`src/rtl/mult_arb_pkg.sv`:
```
// mult_arb_pkg: shared FSM states, widths and round-robin pick for the multiplier arbiter
package mult_arb_pkg;
   typedef enum logic [1:0] {IDLE, START, BUSY, RESP} state_t;
   localparam int OP_W   = 32;
   localparam int PROD_W = 64;
   localparam int ID_W   = 2;
   // Returns {found, index}: first asserted valid bit searching from last+1, wrapping mod n.
   function automatic logic [ID_W:0] rr_next(input logic [3:0] valid, input logic [ID_W-1:0] last, input int n);
      logic [ID_W-1:0] idx;
      rr_next = '0;
      for (int i = 4; i >= 1; i--) begin
         idx = ID_W'((int'(last) + i) % n);
         if (i <= n && valid[idx]) rr_next = {1'b1, idx};
      end
   endfunction
endpackage

```
`src/rtl/mult32x32_fast.sv`:
```
// mult32x32_fast: sequential radix-16 unsigned multiplier, 8 busy cycles per start pulse
module mult32x32_fast
   import mult_arb_pkg::*;
(
   input  logic              clk,
   input  logic              reset,
   input  logic              start,
   input  logic [OP_W-1:0]   a,
   input  logic [OP_W-1:0]   b,
   output logic              busy,
   output logic [PROD_W-1:0] product
);
   logic [OP_W-1:0] ma, mb;
   logic [2:0]      cnt;
   // Load on start, then accumulate one 4-bit partial product of b per cycle.
   always_ff @(posedge clk or posedge reset) begin
      if (reset) begin
         ma      <= '0;
         mb      <= '0;
         cnt     <= '0;
         busy    <= 1'b0;
         product <= '0;
      end else if (start) begin
         ma      <= a;
         mb      <= b;
         cnt     <= '0;
         busy    <= 1'b1;
         product <= '0;
      end else if (busy) begin
         product <= product + ((PROD_W'(ma) * PROD_W'(mb[3:0])) << {cnt, 2'b00});
         mb      <= mb >> 4;
         cnt     <= cnt + 1'b1;
         if (cnt == 3'd7) busy <= 1'b0;
      end
   end
endmodule

```
`src/rtl/mult32x32_arbiter.sv`:
```
// mult32x32_arbiter: round-robin sharing of one sequential 32x32 multiplier with busy watchdog
module mult32x32_arbiter
   import mult_arb_pkg::*;
#(
   parameter int NUM_REQ     = 2,
   parameter int WDOG_CYCLES = 32
) (
   input  logic                           clk,
   input  logic                           reset,
   input  logic [NUM_REQ-1:0]             req_valid,
   input  logic [NUM_REQ-1:0][OP_W-1:0]   req_a,
   input  logic [NUM_REQ-1:0][OP_W-1:0]   req_b,
   output logic [NUM_REQ-1:0]             req_ready,
   output logic [NUM_REQ-1:0]             resp_valid,
   output logic [PROD_W-1:0]              resp_product,
   output logic [ID_W-1:0]                resp_id,
   output logic                           wdog_err,
   input  logic                           wdog_clr
);
   localparam int WW = $clog2(WDOG_CYCLES) + 1;
   state_t            state;
   logic [ID_W-1:0]   last_served, id;
   logic [OP_W-1:0]   op_a, op_b, sel_a, sel_b;
   logic [ID_W:0]     pick;
   logic              seen_busy, busy, mult_rst, mult_start;
   logic [WW-1:0]     wcnt;
   logic [PROD_W-1:0] product;
   // Round-robin winner and its operands; ready is only offered in IDLE and never during reset.
   always_comb begin
      pick  = rr_next(4'(req_valid), last_served, NUM_REQ);
      sel_a = '0;
      sel_b = '0;
      for (int i = 0; i < NUM_REQ; i++)
         if (pick[ID_W-1:0] == ID_W'(i)) begin
            sel_a = req_a[i];
            sel_b = req_b[i];
         end
      req_ready = (reset && state == IDLE && pick[ID_W]) ? NUM_REQ'(1) << pick[ID_W-1:0] : '0;
   end
   assign mult_rst   = ~reset;
   assign mult_start = (state == START);
   mult32x32_fast u_mult (
      .clk     (clk),
      .reset   (mult_rst),
      .start   (mult_start),
      .a       (op_a),
      .b       (op_b),
      .busy    (busy),
      .product (product)
   );
   // Transaction FSM; the watchdog set is written after the clear so it wins on a tie.
   always_ff @(posedge clk or negedge reset) begin
      if (!reset) begin
         state        <= IDLE;
         resp_valid   <= '0;
         resp_product <= '0;
         resp_id      <= '0;
         wdog_err     <= 1'b0;
         last_served  <= ID_W'(NUM_REQ - 1);
         seen_busy    <= 1'b0;
         id           <= '0;
         op_a         <= '0;
         op_b         <= '0;
         wcnt         <= '0;
      end else begin
         resp_valid <= '0;
         if (wdog_clr) wdog_err <= 1'b0;
         case (state)
            IDLE: if (pick[ID_W]) begin
               op_a  <= sel_a;
               op_b  <= sel_b;
               id    <= pick[ID_W-1:0];
               state <= START;
            end
            START: begin
               seen_busy <= 1'b0;
               wcnt      <= '0;
               state     <= BUSY;
            end
            BUSY: begin
               if (busy) seen_busy <= 1'b1;
               if (seen_busy && !busy) begin
                  resp_product <= product;
                  resp_id      <= id;
                  resp_valid   <= NUM_REQ'(1) << id;
                  last_served  <= id;
                  state        <= RESP;
               end else if (wcnt == WW'(WDOG_CYCLES - 1)) begin
                  wdog_err <= 1'b1;
                  state    <= IDLE;
               end else begin
                  wcnt <= wcnt + 1'b1;
               end
            end
            default: state <= IDLE;
         endcase
      end
   end
endmodule

```
`config.mk`:
```
export PLATFORM = sky130hd
export DESIGN_NAME = mult32x32_arbiter
export DESIGN_NICKNAME = d
export VERILOG_FILES = /design/src/rtl/mult_arb_pkg.sv /design/src/rtl/mult32x32_fast.sv /design/src/rtl/mult32x32_arbiter.sv
export SDC_FILE = /design/constraint.sdc
export NUM_CORES = 1
export LEC_CHECK = 0
export ABC_AREA = 0
export CORE_AREA = 2 2 234 178
export CTS_CLUSTER_DIAMETER = 150
export DETAILED_ROUTE_END_ITERATION = 10
export DIE_AREA = 0 0 236 180
export GPL_TIMING_DRIVEN = 1
export PLACE_DENSITY = 0.77
export SYNTH_ARGS = -nofsm -noshare
export SYNTH_HDL_FRONTEND = slang
export SYNTH_SLANG_ARGS = --single-unit
```
`constraint.sdc`:
```
create_clock -name clk -period 6.6 [get_ports clk]
set_input_delay 0.66 -clock clk [delete_from_list [all_inputs] [get_ports clk]]
set_output_delay 0.66 -clock clk [all_outputs]
set_load 0.02 [all_outputs]
```
==> impl_metrics.py <==
metrics = {
    "run_status": {
        "status": "complete, but fails checks",
        "violations": "setup timing",
    },
    "synth": {
        "ys_warn_count": 0,
        "synth.most_common_cell": "nand2_1",
        "yosysSeqAreaShare_pct": 32.7,
        "synthFlopType": "dfrtp_1",
        "synth_edf_count": 0,
        "synth_nets": 2806,
        "synthArstFlopShare_pct": 100,
        "netlist_instances": 2492,
        "synth_area_leaders": "dfrtp_1, nand2_1, ha_1",
        "synthDistinctLibCells": 73,
        "synth_top_area_share_pct": 32.5,
        "ys_ff_latch": 275,
        "synth_common_cells": "nand2_1, dfrtp_1, o21ai_0",
        "synth.avg_cell_area_um2": 8.46,
        "synth_top_area_cell": "dfrtp_1",
        "syn_area_mm2": 0.0211,
    },
    "clock_tree": {
        "cts-buffers-inserted": 28,
        "tritoncts": "done",
        "clock_latency_ns": 0.59,
        "cts_buffer_depth": 3,
        "cts.sinks": 275,
        "cts_htree_levels": 1,
        "clk_pin_slew_worst_paths_ns": 0.06,
        "clock-root-buffer": "clkbuf_16",
    },
    "drt": {
        "vias": 20600,
        "avgRoutedWirePerCell_um": 18.5,
        "drt-initial-drc-count": 1802,
        "vias_per_cell": 5.75,
        "dr.pass1.iters": 6,
        "drc": 0,
        "drtAntennaViolNets": 0,
        "routed_wl_um": 66200,
    },
    "critical_path": {
        "path_class": "flip-flop to flip-flop",
        "critPathCaptureType": "flip-flop",
        "critPathMaxFanout": 6,
        "r2r-start": "u_mult.mb[3]",
        "cp_data_required_time_ns": 7.04,
        "crit_start": "u_mult.mb[3]",
        "cp_common_cell": "buf_4",
        "start_kind": "flip-flop",
        "max_stage_delay_ns": 0.53,
        "arrival_ns": 7.56,
        "cp_slowest_cell": "fa_1",
    },
    "timing": {
        "setup_viol": 29,
        "fin_ws_ns": -0.519,
        "post-route-period-util_pct": 108,
        "slew_headroom_pct": 30.2,
        "rsz0062_at_grt": "true",
        "worst_slew_pin_slew_ns": 1.04,
        "fin_worst_skew_ns": 0.0122,
        "max_clock_freq_mhz": 140,
        "slew_viol_final": 0,
        "finalHoldViolations": 0,
        "period_needed_ns": 7.12,
    },
    "layout": {
        "nFillCells": 3000,
        "synthToLayoutAreaGrowth_pct": 37.8,
        "finalNetCount": 3350,
        "drive_gt1_share_pct": 24.6,
        "multiInputGateArea_mm2": 0.0144,
        "register_area_mm2": 0.00689,
    },
    "global_routing": {
        "grt_pass1_vias": 20500,
        "overflow": 0,
        "grt_max_degree": 100,
        "grt_pass1_wl_um": 107000,
        "antenna_found_initial": 0,
        "track_usage_pct": 30.8,
    },
    "die": {
        "die_x_um": 236,
        "initial_core_util_pct": 52.3,
        "std_cell_rows": 64,
        "core-area_mm2": 0.0403,
        "ios": 204,
        "die_area_mm2": 0.0425,
        "die-height_um": 180,
    },
    "place": {
        "dp.final_hpwl_um": 48700,
        "io_buffers": 202,
        "place_congestion": 0.997,
        "pre_cts_slack_ns": -0.816,
    },
    "flow_run": {
        "cap_violations": 0,
    },
    "min_path": {
        "hp-class": "input port to asynchronous set/reset pin",
    },
}
-- through the flow --
step / hold WS [ns] / setup TNS (ns) / cells / cell area [um^2] / utilization [%]
after floorplan: 0.364 / -0.0605 / 2492 / 21200 / -
final: 0.110 / -8.10 / 3584 / 29000 / 72.1
after CTS: 0.123 / -5.90 / 3566 / 28400 / 70.6
after global placement: 0.447 / -11.14 / 3480 / 26400 / 65.5
after global routing: 0.179 / -14.45 / 3583 / 29000 / 72.1
after detailed placement: 0.462 / -15.32 / 3480 / 26400 / 65.5
-- kinds of logic (layout without fill, tap and decap cells) --
family | count (synthesis) | in the layout | synth area share, %
fa+ha+maj | 181 | 181 | 12.9
other cells | 1 | 2 | 0.0178
mux | 191 | 191 | 9.63
compound gates | 572 | 572 | 17.2
simple gates | 917 | 917 | 19.7
xor+xnor | 64 | 64 | 2.66
buf+inv | 291 | 854 | 5.20
flops | 275 | 275 | 32.7
-- final timing paths --
check | endpoint | slack (ns) | cells past startpoint
min reg2reg | resp_valid[0] | 0.47 | 1
max in group asynchronous | u_mult.mb[1] | 4.96 | 2
max | u_mult.product[55] | -0.52 | 29
max reg2reg | u_mult.product[55] | -0.52 | 29
min in group clk | resp_valid[0] | 0.47 | 1
min | op_a[18] | 0.11 | 1
-- layout by cell type (no fill, tap or decap), types with 20 or more instances in the layout --
| cell | instances |
|---|---|
| mux2i_1 | 134 |
| a21oi_1 | 104 |
| mux2_2 | 40 |
| ha_1 | 89 |
| o21ai_0 | 152 |
| o211ai_1 | 23 |
| dfrtp_1 | 270 |
| ha_4 | 27 |
| nor3_1 | 33 |
| a21oi_2 | 21 |
| nor2_1 | 145 |
| inv_1 | 153 |
| o21ai_1 | 24 |
| xor2_1 | 21 |
| nand4_1 | 20 |
| clkdlybuf4s50_1 | 201 |
| xnor2_1 | 33 |
| buf_4 | 423 |
| fa_1 | 60 |
| and2_1 | 100 |
| clkbuf_16 | 28 |
| a21o_1 | 57 |
| nand3_1 | 38 |
| nand2_1 | 446 |
-- final cells by class --
| cell class | count | share of cell area (%) |
|---|---|---|
| Timing Repair Buffer | 646 | 18.9 |
| Sequential cell | 275 | 23.7 |
| Multi-Input combinational cell | 1926 | 49.7 |
| Clock buffer | 37 | 2.77 |
| Tap cell | 528 | 2.27 |
| Clock inverter | 12 | 0.538 |
| Antenna cell | 1 | 0.00862 |
| Inverter | 159 | 2.06 |
-- state kept, by name (all words and copies together) (netlist names), 3 cells and up --
name / count
resp_product: 64
u_mult.product: 64
op_a: 32
op_b: 32
u_mult.ma: 32
u_mult.mb: 32
wcnt: 6
u_mult.cnt: 3
-- metal layers --
layer,vias up,share of wire (%),wire length [um],global-route usage (%)
met4,0,2.5,1640,6.88
met2,752,45,29600,48.5
li1,9697,-,-,-
met3,130,7.6,5060,4.64
met1,10000,45,29900,44.9
met5,-,0,0,0
-- critical path, delay by kind of cell (launching register included) --
family,cells,cell delay (ns)
AOI/OAI and AO/OA,9,2.17
and+or+nand+nor,5,0.80
DFF,1,0.43
muxes,3,1.05
buffers and inverters,8,0.94
adders and majority gates,4,1.54
-- repair_timing --
item                                    CTS  global route
endpoints found under the setup margin   37            40
hold buffers                              0             0
cloned                                    1             0
gates resized for setup                 181           101
pin swaps                                92            82
endpoints found under the hold margin     0             0
buffers inserted                         38            22
Power is not shown: default switching activity piles up to over one toggle a cycle in this logic, so the estimate is an artifact.
